File: src/rtl/control_sequencer.sv
// Micro-sequencer: accepts instructions from fetch, walks the per-class decoder
// steps and drives the datapath control word and constant; traps on bad opcodes.
module control_sequencer #(
    parameter int unsigned        CW_BITS       = 31,
    parameter int unsigned        K_BITS        = 64,
    parameter int unsigned        STATE_BITS    = 2,
    parameter int unsigned        MAX_CYCLES    = 8,
    parameter logic [CW_BITS-1:0] NOP_CW        = '0,
    parameter int unsigned        FLAG_LOAD_BIT = 0
) (
    input  logic                  clock,
    input  logic                  reset,
    input  logic [31:0]           instruction,
    input  logic                  instr_valid,
    output logic                  instr_ready,
    input  logic [4:0]            status,
    input  logic                  stall,
    input  logic                  trap_clear,
    output logic [CW_BITS-1:0]    controlWord,
    output logic [K_BITS-1:0]     K,
    output logic [4:0]            flags,
    output logic [STATE_BITS-1:0] step,
    output logic                  done,
    output logic                  illegal
);

    localparam int unsigned CNT_BITS = $clog2(MAX_CYCLES + 1);
    localparam logic [CNT_BITS:0] CNT_LIMIT = (CNT_BITS + 1)'(MAX_CYCLES);

    // Base control word: [0] flag load, [1] reg write, [2] mem read, [3] mem write,
    // [4] ALU src K, [5] PC load, [6] link, [7] cond, [8] cbz, [9] PC from reg,
    // [13:10] ALU op, [15:14] transfer variant, [19:16] class, [24:20] Rd/Rt.
    localparam logic [24:0] FL = 25'h0001;
    localparam logic [24:0] RW = 25'h0002;
    localparam logic [24:0] MR = 25'h0004;
    localparam logic [24:0] MW = 25'h0008;
    localparam logic [24:0] AK = 25'h0010;
    localparam logic [24:0] PC = 25'h0020;
    localparam logic [24:0] LK = 25'h0040;
    localparam logic [24:0] CD = 25'h0080;
    localparam logic [24:0] CZ = 25'h0100;
    localparam logic [24:0] PR = 25'h0200;

    typedef enum logic [1:0] {IDLE, EXEC, TRAP} state_t;

    state_t                state;
    logic [31:0]           ir;
    logic [CNT_BITS-1:0]   cyc;
    logic [CNT_BITS:0]     cyc_next;
    logic [24:0]           dec_cw;
    logic [63:0]           dec_k;
    logic                  dec_ns;
    logic                  dec_illegal;
    logic [STATE_BITS-1:0] next_step;
    logic                  exec_live;
    logic [24:0]           rd_f;

    function automatic logic [24:0] cls(input logic [3:0] c);
        return {5'b0, c, 16'b0};
    endfunction

    function automatic logic [24:0] aop(input logic [3:0] op);
        return {11'b0, op, 10'b0};
    endfunction

    always_comb begin
        dec_cw      = '0;
        dec_k       = '0;
        dec_ns      = 1'b0;
        dec_illegal = 1'b0;
        rd_f        = {ir[4:0], 20'b0};
        if (ir[26]) begin
            unique case (ir[31:29])
                3'b000: begin
                    dec_cw = PC | cls(4'd1);
                    dec_k  = {{38{ir[25]}}, ir[25:0]};
                end
                3'b010: begin
                    dec_cw = PC | CD | cls(4'd2);
                    dec_k  = {{45{ir[23]}}, ir[23:5]};
                end
                3'b100: begin
                    if (step == '0) begin
                        dec_cw = RW | LK | cls(4'd3);
                        dec_ns = 1'b1;
                    end else begin
                        dec_cw = PC | cls(4'd3);
                        dec_k  = {{38{ir[25]}}, ir[25:0]};
                    end
                end
                3'b101: begin
                    dec_cw = PC | CZ | cls(4'd4) | rd_f;
                    dec_k  = {{45{ir[23]}}, ir[23:5]};
                end
                3'b110: dec_cw = PC | PR | cls(4'd5);
                default: dec_illegal = 1'b1;
            endcase
        end else begin
            unique case (ir[25:23])
                3'b000: begin
                    dec_k = {{55{ir[20]}}, ir[20:12]};
                    if (step == '0) begin
                        dec_cw = AK | aop(4'b0010) | cls(4'd6) | rd_f | {9'b0, ir[28:27], 14'b0};
                        dec_ns = 1'b1;
                    end else begin
                        dec_cw = (ir[22] ? (MR | RW) : MW) | cls(4'd6) | rd_f | {9'b0, ir[28:27], 14'b0};
                    end
                end
                3'b010: begin
                    dec_cw = RW | AK | aop(ir[30] ? 4'b0110 : 4'b0010) | (ir[29] ? FL : '0)
                           | cls(4'd7) | rd_f;
                    dec_k  = {52'b0, ir[21:10]};
                end
                3'b100: begin
                    unique case (ir[30:29])
                        2'b00:   dec_cw = aop(4'b0000);
                        2'b01:   dec_cw = aop(4'b0001);
                        2'b10:   dec_cw = aop(4'b0011);
                        default: dec_cw = aop(4'b0000) | FL;
                    endcase
                    dec_cw = dec_cw | RW | AK | cls(4'd8) | rd_f;
                    dec_k  = {51'b0, ir[22:10]};
                end
                3'b101: begin
                    dec_cw = RW | AK | aop(4'b0111) | cls(4'd9) | rd_f;
                    dec_k  = {48'b0, ir[20:5]} << {ir[22:21], 4'b0};
                end
                3'b110: begin
                    dec_cw = RW | aop(ir[30] ? 4'b0110 : 4'b0010) | (ir[29] ? FL : '0)
                           | cls(4'd10) | rd_f;
                end
                default: dec_illegal = 1'b1;
            endcase
        end
    end

    assign next_step   = STATE_BITS'(dec_ns);
    assign exec_live   = (state == EXEC) && !dec_illegal;
    assign controlWord = exec_live ? CW_BITS'(dec_cw) : NOP_CW;
    assign K           = exec_live ? K_BITS'(dec_k) : '0;
    assign instr_ready = (state == IDLE) || (exec_live && (next_step == '0) && !stall);
    assign cyc_next    = {1'b0, cyc} + (CNT_BITS + 1)'(1);

    always_ff @(posedge clock or posedge reset) begin
        if (reset) begin
            state   <= IDLE;
            ir      <= '0;
            step    <= '0;
            cyc     <= '0;
            flags   <= '0;
            done    <= 1'b0;
            illegal <= 1'b0;
        end else begin
            done <= 1'b0;
            if ((state == EXEC) && !stall && controlWord[FLAG_LOAD_BIT])
                flags <= status;
            unique case (state)
                IDLE: begin
                    if (instr_valid) begin
                        ir    <= instruction;
                        step  <= '0;
                        cyc   <= '0;
                        state <= EXEC;
                    end
                end
                EXEC: begin
                    if (dec_illegal) begin
                        state   <= TRAP;
                        illegal <= 1'b1;
                    end else if (!stall) begin
                        if (next_step != '0) begin
                            if (cyc_next >= CNT_LIMIT) begin
                                state   <= TRAP;
                                illegal <= 1'b1;
                            end else begin
                                step <= next_step;
                                cyc  <= cyc_next[CNT_BITS-1:0];
                            end
                        end else begin
                            // Completion edge doubles as the accept edge for back-to-back issue.
                            done <= 1'b1;
                            step <= '0;
                            cyc  <= '0;
                            if (instr_valid) ir <= instruction;
                            else             state <= IDLE;
                        end
                    end
                end
                TRAP: begin
                    if (trap_clear) begin
                        state   <= IDLE;
                        illegal <= 1'b0;
                        step    <= '0;
                    end
                end
                default: state <= IDLE;
            endcase
        end
    end

endmodule

File: config.mk
export PLATFORM = sky130hd
export DESIGN_NAME = control_sequencer
export DESIGN_NICKNAME = d
export VERILOG_FILES = /design/src/rtl/control_sequencer.sv
export SDC_FILE = /design/constraint.sdc
export NUM_CORES = 1
export LEC_CHECK = 0
export CORE_MARGIN = 2
export CORE_UTILIZATION = 30
export CTS_CLUSTER_DIAMETER = 60
export DETAILED_ROUTE_END_ITERATION = 8
export GPL_TIMING_DRIVEN = 0
export SLEW_MARGIN = 20
export SYNTH_ARGS = -nofsm -noshare
export SYNTH_HDL_FRONTEND = slang
export SYNTH_SLANG_ARGS = --single-unit
File: constraint.sdc
create_clock -name clock -period 2.7 [get_ports clock]
set_input_delay 0.81 -clock clock [delete_from_list [all_inputs] [get_ports clock]]
set_output_delay 0.81 -clock clock [all_outputs]
set_load 0.005 [all_outputs]
Word level (Yosys, flattened, before mapping). Cells that the tools add are included.

Logic and storage cells: 125. Bits of input ports: 42. Bits in registers: 47. Output and inout port bits: 105.

Order comparisons: 1. Bitwise operators: 8. Mux-type cells: 59. Add/sub/neg operators: 1. Shift operators: 1. Reductions and logical operators: 25. Eq/ne operators: 23.

Operators by type and width (count): 64-bit one-hot mux with 4 select lines (1); 25-bit one-hot mux with 5 select lines (2); 64-bit two-way mux (3); 64-bit one-hot mux with 3 select lines (1); 32-bit two-way mux (4); 25-bit two-way mux (5); 32-bit one-hot mux with 2 select lines (1); 16-bit by 6-bit left shift with 64-bit output (1); 25-bit by 16-bit OR with 25-bit output (2); 25-bit OR (2); 12-bit one-hot mux with 3 select lines (1); 14-bit by 25-bit OR with 25-bit output (1); 19-bit by 25-bit OR with 25-bit output (1); 20-bit by 25-bit OR with 25-bit output (1); 2-bit two-way mux (12); 4-bit two-way mux (6); 3-bit == test, second input constant (6); 1-bit two-way mux (17); 5-bit AND reduction (3); 13-bit by 1-bit OR with 13-bit output (1); 2-bit one-hot mux with 3 select lines (2); 2-bit inequality test, second input constant (5); 5-bit OR reduction (2); 3-bit inequality test, second input constant (3); other kinds (22) (35).

Depth between registers and ports, before layout. Gate-level depths: netlist of the first run.

Depth after elaboration: 9. Mapped depth: 9. Gate-level depth less buffers: 7.

Worst setup path before layout of the first run. Ideal clock, no wire load.

Path type: register to output. Start: register ir[30]. End: output port K[53]. Buffers on the path: 2. Required time: 1890 ps. Stages on the path, launching flop included: 9. Arrival: 1938 ps. Slack: -48 ps. Cells stage by stage: dfrtp_1 inv_1 ha_1 and2b_4 a221oi_2 a31oi_1 buf_2 buf_2 a21oi_1.

Word-level cells in the longest chain between the ends: 7. Elaborated cells between the ends (all ways): 14. Those cells by class: eq/ne: 4; mux: 5; reduce/logical: 5.

Ends and longest elaborated chain: start: declaration (line 47) `logic [31:0] ir;`; start signal: assignment (line 160) `ir <= instruction;`; start signal: assignment (line 184) `if (instr_valid) ir <= instruction;`; 3-bit == test (tied with other cells) (line 73) `unique case (ir[31:29])`; 5-bit OR reduction (no source line); 1-bit two-way mux (line 73); 1-bit two-way mux (line 72) `if (ir[26]) begin`; 1-bit zero test (line 138) `assign exec_live = (state == EXEC) && !dec_illegal;`; 1-bit logical AND (line 138); 64-bit two-way mux (*) (line 140) `assign K = exec_live ? K_BITS'(dec_k) : '0;`; end: declaration (line 20) `output logic [K_BITS-1:0] K,`.

Mark *: on every way between the ends. The rest lies on a longest branch, timed or not.

Final worst setup path of the first run.
Start: register ir[30]. End: output port K[48].

The elaborated chain is that of the path after synthesis.

==> results of run 1 <==
-- power breakdown --
group | internal (mW) | switching, mW
clock network | 0.349 | 0.302
logic | 3.18 | 3.44
registers | 1.02 | 0.398
total | 4.55 | 4.14
-- registers in the layout (all words and copies together), names as in the netlist --
signal	cells
flags	5
cyc	4
done	1
ir	32
illegal	1
step	1
state	2
-- Yosys cell counts, types with 2 or more instances --
cell | n | area, sq um
a21oi_1 | 79 | 395.4
nand2_1 | 57 | 214.0
dfrtp_1 | 46 | 1151
mux2_2 | 37 | 416.7
clkbuf_1 | 33 | 123.9
nor2_1 | 32 | 120.1
a22oi_1 | 27 | 202.7
o22ai_1 | 14 | 87.58
inv_1 | 13 | 48.80
o21ai_0 | 12 | 60.06
o22a_1 | 11 | 96.34
and2_1 | 10 | 62.56
buf_2 | 10 | 50.05
ha_1 | 10 | 125.1
buf_4 | 9 | 67.56
nand2b_1 | 7 | 43.79
nand3_1 | 6 | 30.03
nor2b_1 | 5 | 31.28
a21o_1 | 4 | 30.03
and3_1 | 4 | 25.02
a221oi_1 | 3 | 26.28
buf_6 | 3 | 33.78
mux2i_1 | 3 | 30.03
nor3_1 | 3 | 15.01
nor4_1 | 3 | 18.77
o21ai_1 | 3 | 15.01
a31oi_1 | 2 | 12.51
a41oi_1 | 2 | 17.52
mux2_1 | 2 | 22.52
nor3b_2 | 2 | 25.02
o21a_1 | 2 | 15.01
o31ai_1 | 2 | 15.01
-- layout by cell type, fill, tap and decap left out, types with 4 or more instances in the layout --
cell type | synthesis | final
dfrtp_1 | 46 | 39
o21ai_0 | 12 | 10
ha_4 | 0 | 4
nand2_1 | 57 | 55
buf_4 | 9 | 45
mux2_2 | 37 | 37
and2_1 | 10 | 5
o22ai_4 | 0 | 4
clkdlybuf4s50_1 | 0 | 50
nor2_2 | 0 | 8
a22oi_1 | 27 | 26
a21oi_1 | 79 | 35
clkbuf_2 | 0 | 11
inv_1 | 13 | 7
o22a_1 | 11 | 11
ha_1 | 10 | 6
clkbuf_1 | 33 | 11
a21oi_4 | 0 | 5
clkbuf_16 | 0 | 6
buf_8 | 0 | 7
buf_6 | 3 | 48
conb_1 | 1 | 8
nand2b_1 | 7 | 6
buf_2 | 10 | 69
a21oi_2 | 1 | 40
clkdlybuf4s15_2 | 0 | 6
and2_4 | 0 | 5
o22ai_2 | 1 | 11
nor2_1 | 32 | 17
nor2_4 | 0 | 7
dfrtp_2 | 0 | 7
dlygate4sd2_1 | 0 | 8
clkbuf_4 | 0 | 4
a21o_1 | 4 | 4
nand3_1 | 6 | 5
-- logic make-up after synthesis --
kind of cell,count (synthesis)
mux,42
buf+inv,69
xor+xnor,1
fa+ha+maj,10
flops,46
other cells,1
compound gates,171
simple gates,140
-- through the flow --
stage               power [mW]  TNS [ns]
finish                   8.687    -28.96
global route             9.148    -33.29
detailed placement       5.917    -60.55
CTS                      8.047    -24.40
floorplan                4.100         0
global placement         5.870    -64.97
-- layout make-up --
cell class              instances  area share
repair buffers                215      0.2654
multi-input cells             372      0.4460
plain buffers                  51     0.05683
flip-flops and latches         46      0.1699
clock buffers                   5     0.01833
well taps                     172     0.03153
inverters                      13    0.008249
clock inverters                 3    0.003666
-- layer usage --
layer,routed length (microns),part of all wire
met5,0,0
met4,369,0.022
met1,6711,0.41
met3,1327,0.080
met2,8079,0.49
-- what timing repair did --
item | in CTS | in global routing
setup buffers | 59 | 13
hold buffers | 0 | 0
setup endpoints to repair | 89 | 84
gates cloned | 3 | 3
resized for setup | 505 | 66
endpoints found under the hold margin | 0 | 0
pin swaps | 36 | 24
-- worst max path at each step --
stage                 from    end  slack [ns]  cells past startpoint
floorplan           ir[30]  K[53]      0.0002                      8
global placement    ir[30]   K[4]       -0.90                      8
detailed placement  ir[30]   K[4]       -0.94                      8
CTS                 ir[30]  K[48]       -0.45                     11
global route        ir[29]  K[48]       -0.55                     11
finish              ir[30]  K[48]       -0.52                     11
==> impl_metrics.ini, run 1 <==
[finish]
fin_util = 0.5431
fillers = 1125
syn_to_final_growth_pct = 76.88
drive_gt1_frac = 0.5206
final_area_sq_um = 6825
fin_cells = 877
nets = 756
num_antenna_cells = 0
multiInputGateArea_sq_um = 3044
seq_area_sq_um = 1160

[timing]
final_hold_viol_count = 0
timing.clock.skew_ns = 0.007724
rsz0062_at_grt = yes
final.min_clock_period_ns = 3.219
timing.slew.headroom = 0.5840
worst_slew_pin_slew_ns = 0.6240
report.final.setup_viol = 80
setup_ws_ns = -0.5187
holdWs_ns = 0.5096
fin_crit_sh = 1.192
timing.fmax_ghz = 0.3107
maxSlewViolCount = 0

[hold_path]
min_from = flags[4]
min_path_cells = 1
hold_path_class = reg2reg
hold_end = flags[4]

[worst_setup_path]
arrival_ns = 2.41
reg2reg_to = ir[15]
worstPathCellList = inv_4, ha_4, and2b_4, a221oi_4, buf_6, a31oi_4, clkbuf_8, buf_6, buf_6, a21oi_2, buf_2
cpPeakStageDelay_ns = 0.46
cp_slowest_cell = dfrtp_2
cp_max_fo = 4
reg2regPathDepth = 9
crit_buf_inv = 6
r2r_slack_ns = 0.21
cp_top_family = buffers and inverters
critPathLaunchType = flip-flop
required_ns = 1.89
r2r_start = ir[30]
cp_common_cell = buf_6
crit_path_end_kind = output pin
crit_type = reg2out

[drt]
first_pass_iters = 7
drc = 0
drt_iter0_drc = 399
post_drt_wl_per_cell_microns = 18.80
vias_per_cell = 5.360
drt-total-wl_microns = 16490
dr_total_vias = 4701
drtAntennaViolNets = 0

[clock_network]
clockRootBuffer = clkbuf_16
numClockSinks = 46
numCtsBuffers = 5
cts_tree = yes
clock_latency_ns = 0.30
h-tree-depth = 2
cts_buffer_depth = 2
clk_pin_slew_worst_paths_ns = 0.07

[global_route]
grt_pass1_vias = 4528
grt.busiest_layer = met2
antenna_found_initial = 0
use_met3 = 0.03891
grt_usage = 0.2282
grt.overflow.total = 0
use_met2 = 0.3808
grt_max_degree = 28
grt_pass1_wl_microns = 25360
use_met1 = 0.3021

[synth]
synth_top_family_by_area = compound AO/OA/AOI/OAI gates
synth_compound_area_frac = 0.2779
synthDistinctLibCells = 56
yosysWarningCount = 0
ys_ff_latch = 46
synth_area_per_cell_sq_um = 8.039
syn-cell-area_sq_um = 3859
synth-main-ff-cell = dfrtp_1
synthAdderAreaFrac = 0.03243
async_flop_share = 1.000
synth_simple_gate_area_frac = 0.1816
synth_edf_count = 0
ys_seq_area_frac = 0.2983
synth_xor_area_frac = 0.002270
synthMuxAreaShare = 0.1216
syn_inst = 480

[power]
ir_drop_uv = 453.4
cellPowerDensity_nw_per_um2 = 1273
leakage_nw = 2.841

[floorplanning]
fp-row-count = 41
io_pins = 147
coreArea_sq_um = 12570
die_y_microns = 117.4
die_x_microns = 117.4
start_util = 0.3070
die_area_sq_um = 13790

[placed_design]
port-buffer-count = 138
place_area_sq_um = 5517
finalWeightedCongestion = 0.9035
dp_hpwl_microns = 10870
pre_cts_ws_ns = -0.9415
place_inst = 798

[flow_run]
maxCapViolCount = 0

[status]
status = finished with violations
violations = setup timing
(Power assumes the default switching activity.)
==> run 2, diff against run 1 <==
--- a/config.mk
+++ b/config.mk
@@ -5,11 +5,13 @@
 export SDC_FILE = /design/constraint.sdc
 export NUM_CORES = 1
 export LEC_CHECK = 0
+export CAP_MARGIN = 20
 export CORE_MARGIN = 2
 export CORE_UTILIZATION = 30
 export CTS_CLUSTER_DIAMETER = 60
 export DETAILED_ROUTE_END_ITERATION = 8
 export GPL_TIMING_DRIVEN = 0
+export PLACE_DENSITY = 0.7
 export SLEW_MARGIN = 20
 export SYNTH_ARGS = -nofsm -noshare
 export SYNTH_HDL_FRONTEND = slang
==> run 2 against run 1 <==
  * The run still ends with setup timing left
  * First-iteration DRC count rose by 60%
  * Largest cell class unchanged
  * Non-clock buffer count shrank 3
  * Critical path depth decreased by 2
  * Die area unchanged
  * Sequential share of layout area increased by 0.15 points
  * Highest routed layer unchanged
  * Via count rose by 4.8%
  * Critical path type unchanged
  * Sequential power hardly changed
  * Wire length increased by 3.8%
  * Critical endpoint is now K[62]
==> impl_metrics.ini, run 2 (synthesized netlist as in run 1, its figures left out) <==
[status]
status = finished with violations
violations = setup timing

[floorplanning]
coreArea_sq_um = 12570
die_x_microns = 117.4
die_y_microns = 117.4
die_area_sq_um = 13790
fp-row-count = 41
start_util = 0.3070
io_pins = 147

[global_route]
antenna_found_initial = 0
grt_max_degree = 32
grt_pass1_vias = 4673
grt_pass1_wl_microns = 25850
grt.overflow.total = 0
grt_usage = 0.2310

[power]
cellPowerDensity_nw_per_um2 = 1290
ir_drop_uv = 472.5
leakage_nw = 2.850

[flow_run]
maxCapViolCount = 0

[placed_design]
dp_hpwl_microns = 10900
port-buffer-count = 138
place_area_sq_um = 5517
finalWeightedCongestion = 0.8925

[worst_setup_path]
r2r_slack_ns = 0.17
cp_max_fo = 8
required_ns = 1.89
crit_path_start = ir[29]
r2r_start = ir[29]
cp_slowest_cell = dfrtp_2
crit_path_end_kind = output pin
worstPathCellList = inv_4, ha_4, and2b_4, a221oi_4, a31oi_4, buf_6, buf_6, a21oi_2, buf_2
critPathLaunchType = flip-flop
cp_common_cell = buf_6
arrival_ns = 2.36
cpPeakStageDelay_ns = 0.44
crit_type = reg2out

[timing]
maxSlewViolCount = 0
fin_crit_sh = 1.176
setup_tns_ns = -31.10
rsz0062_at_grt = yes
worst_slew_pin_slew_ns = 0.6629
setup_ws_ns = -0.4747
timing.slew.headroom = 0.5581
final.min_clock_period_ns = 3.175
holdWs_ns = 0.5034
timing.clock.skew_ns = 0.005758
final_hold_viol_count = 0
timing.fmax_ghz = 0.3150
report.final.setup_viol = 80

[finish]
multiInputGateArea_sq_um = 3019
final_common_cell = buf_2
largest_reg_flops = 32
reg_top3 = ir x32, flags x5, cyc x4
layout_common_cells = 70 x buf_2, 53 x nand2_1, 52 x clkdlybuf4s50_1
final_area_sq_um = 6750
seq_area_sq_um = 1157
regMostFlops = ir
fillers = 1111
syn_to_final_growth_pct = 74.94
nets = 753
num_antenna_cells = 0
drive_gt1_frac = 0.5142

[clock_network]
holdBufCountCts = 0
cts_buffer_depth = 2
numCtsBuffers = 5
clockRootBuffer = clkbuf_16
numClockSinks = 46
cts_tree = yes
clk_pin_slew_worst_paths_ns = 0.07
clock_latency_ns = 0.30
h-tree-depth = 2

[drt]
drt_iter0_drc = 639
dr_total_vias = 4928
drc = 0
post_drt_wl_per_cell_microns = 19.59
drt-total-wl_microns = 17120
vias_per_cell = 5.638
first_pass_iters = 7
drtAntennaViolNets = 0

[hold_path]
hold_path_class = reg2reg
min_from = ir[27]
-- run 2: changes by cell type in the layout (fill, tap and decap cells not counted), moves of 3 or more --
cell	delta
nor2_1	+4
clkdlybuf4s15_2	-6
o22ai_4	-4
nor2_2	-4
buf_4	+3
-- run 2: repair_timing --
item                       CTS  global route
pin swaps                   41            22
gates cloned                 3             1
setup endpoints to repair   89            85
gates resized for setup    502            60
setup buffers               63             9
-- run 2: worst paths after layout --
kind / end / depth (start not counted)
setup reg to reg: ir[18] / 9
max in group asynchronous: ir[30] / 3
hold reg to reg: ir[27] / 1
hold / removal: ir[27] / 1
setup / recovery: K[62] / 9
min in group asynchronous: flags[4] / 2
-- run 2: report_power, final --
part / internal, mW / leakage, nW / switching [mW]
clock: 0.349 / 0.0704 / 0.301
sequential: 1.02 / 0.550 / 0.428
combinational: 3.15 / 2.23 / 3.47
-- run 2: area by class of cell --
cell class | instances | area share
multi-input cells | 372 | 0.4473
repair buffers | 214 | 0.2649
flip-flops and latches | 46 | 0.1715
plain buffers | 49 | 0.05357
well taps | 172 | 0.03188
clock buffers | 5 | 0.01854
inverters | 13 | 0.008712
clock inverters | 3 | 0.003707
-- run 2: critical path, delay by kind of cell (launching register included) --
family | cells | cell delay (ns)
AND/OR/NAND/NOR | 1 | 0.20
AO/OA/AOI/OAI | 3 | 0.70
buffers and inverters | 4 | 0.56
adder cells (fa/ha/maj) | 1 | 0.15
flip-flops | 1 | 0.44
-- run 2: through the flow --
step	setup WS (ns)	util	cells	power (mW)
CTS	-0.3944	0.5183	867	8.010
detailed placement	-0.9002	0.4389	798	5.922
floorplan	0.0002205	-	487	4.100
finish	-0.4747	0.5371	874	8.709
global route	-0.5048	0.5371	874	9.106
global placement	-0.8621	0.4373	797	5.847
-- run 2: metal layers --
metal | up-vias | global-route usage | wire length (microns) | part of all wire
met5 | - | 0 | 0 | 0
met4 | 0 | 0.06928 | 595 | 0.035
met3 | 66 | 0.04037 | 1465 | 0.086
met2 | 337 | 0.3933 | 8289 | 0.48
met1 | 2373 | 0.2992 | 6769 | 0.40
li1 | 2152 | - | - | -
==> run 3, diff against run 2 <==
--- a/config.mk
+++ b/config.mk
@@ -16,3 +16,4 @@
 export SYNTH_ARGS = -nofsm -noshare
 export SYNTH_HDL_FRONTEND = slang
 export SYNTH_SLANG_ARGS = --single-unit
+export TNS_END_PERCENT = 5
==> run 3 against run 2 <==
  * The run still ends with setup timing left
  * Count of clock-buffer cells in the layout did not move
  * Register-to-register slack improved by 0.22 ns
  * Wire length decreased by 4.9%
  * Flip-flop and latch count unchanged
  * Die area did not move
  * Sequential power hardly changed
  * Clock power about the same
  * Worst hold slack gained 0.0018 ns
  * Critical path depth stayed put
  * Maximum frequency decreased by 0.17%
  * Clock skew is essentially flat
  * Critical path type unchanged
  * Largest power group unchanged
==> impl_metrics.ini, run 3 (synthesized netlist as in run 1, its figures left out) <==
[timing]
holdWs_ns = 0.5051
report.final.setup_viol = 82
rsz0062_at_grt = yes
final.min_clock_period_ns = 3.180
fin_crit_sh = 1.178
setup_ws_ns = -0.4800
maxSlewViolCount = 0
final_hold_viol_count = 0
timing.clock.skew_ns = 0.005505
worst_slew_pin_slew_ns = 0.7255
timing.slew.headroom = 0.5163
timing.fmax_ghz = 0.3145

[clock_network]
cts_tree = yes
holdBufCountCts = 0
numCtsBuffers = 5
numClockSinks = 46
cts_buffer_depth = 2
clk_pin_slew_worst_paths_ns = 0.07
clock_latency_ns = 0.30
clockRootBuffer = clkbuf_16
h-tree-depth = 2

[worst_setup_path]
worstPathCellList = inv_4, ha_4, and2b_4, a221oi_4, buf_4, nand3_4, buf_8, o22ai_2, buf_2
crit_path_end_kind = output pin
critPathLaunchType = flip-flop
crit_type = reg2out
cp_max_fo = 5
required_ns = 1.89
cpPeakStageDelay_ns = 0.44
cp_slowest_cell = dfrtp_2
reg2regPathDepth = 8
arrival_ns = 2.37

[floorplanning]
die_x_microns = 117.4
die_y_microns = 117.4
start_util = 0.3070
coreArea_sq_um = 12570
fp-row-count = 41
die_area_sq_um = 13790
io_pins = 147

[drt]
drt-total-wl_microns = 16290
drc = 0
first_pass_iters = 6
vias_per_cell = 5.555
post_drt_wl_per_cell_microns = 19.18
drtAntennaViolNets = 0
drt_iter0_drc = 409
dr_total_vias = 4716

[power]
cellPowerDensity_nw_per_um2 = 1254
leakage_nw = 2.651
ir_drop_uv = 427.0

[finish]
num_antenna_cells = 0
syn_to_final_growth_pct = 64.53
nets = 728
regMostFlops = ir
largest_reg_flops = 32
fin_util = 0.5051
drive_gt1_frac = 0.4594
final_common_cell = buf_2
fillers = 1166
layout_common_cells = 69 x buf_2, 56 x clkdlybuf4s50_1, 53 x nand2_1
reg_top3 = ir x32, flags x5, cyc x4
fin_cells = 849

[placed_design]
pre_cts_ws_ns = -0.9002
port-buffer-count = 138
dp_hpwl_microns = 10900
place_inst = 798
finalWeightedCongestion = 0.8925

[global_route]
grt_pass1_wl_microns = 25160
grt.overflow.total = 0
antenna_found_initial = 0
grt_usage = 0.2250
grt_pass1_vias = 4560
grt_max_degree = 32

[status]
status = finished with violations
violations = setup timing

[flow_run]
maxCapViolCount = 0

[hold_path]
min_path_cells = 1
hold_path_class = reg2reg
run 3: path summary, 6_finish.rpt:
path                       startpoint  endpoint  slack, ns
setup / recovery               ir[29]     K[10]      -0.48
hold / removal                 ir[27]    ir[27]       0.51
setup reg to reg               ir[29]    ir[13]       0.39
hold reg to reg                ir[27]    ir[27]       0.51
max in group asynchronous       reset    ir[30]       1.39
min in group asynchronous       reset  flags[4]       0.81
run 3: per-stage QoR:
stage,setup TNS (ns),cell area (sq um),power (mW)
finish,-27.91,6349,7.958
CTS,-23.99,6232,7.529
global placement,-59.45,5497,5.847
global route,-32.74,6349,8.342
detailed placement,-58.05,5517,5.922
floorplan,0,3900,4.100
run 3: what timing repair did:
action | 4_1_cts | 5_1_grt
buffers inserted | 41 | 4
setup endpoints to repair | 89 | 88
gates cloned | 2 | 0
resized for setup | 441 | 42
pin swaps | 31 | 11
run 3: critical path, delay by kind of cell (launching register included):
kind,cells,cell delay [ns]
simple gates,2,0.34
buf+inv,4,0.61
fa+ha+maj,1,0.16
flops,1,0.44
compound gates,2,0.54
run 3: layout make-up:
cell class | count | area (sq um) | area share
Buffer | 52 | 391.6 | 0.06169
Clock buffer | 5 | 125.1 | 0.01971
Clock inverter | 3 | 25.02 | 0.003942
Inverter | 13 | 56.30 | 0.008869
Multi-Input combinational cell | 372 | 2909 | 0.4582
Sequential cell | 46 | 1157 | 0.1823
Tap cell | 172 | 215.2 | 0.03390
Timing Repair Buffer | 186 | 1469 | 0.2314
run 3: report_power, final:
group | leakage, nW | switching, mW | internal, mW
Clock | 0.0704 | 0.301 | 0.349
Sequential | 0.550 | 0.406 | 1.02
Combinational | 2.03 | 3.21 | 2.68
run 3: routing by layer:
metal	global-route usage	vias to the layer above	routed length, microns
met1	0.2911	2256	6593
met2	0.3845	300	7822
li1	-	2106	-
met4	0.06476	0	448
met5	0	-	0
met3	0.03988	54	1421
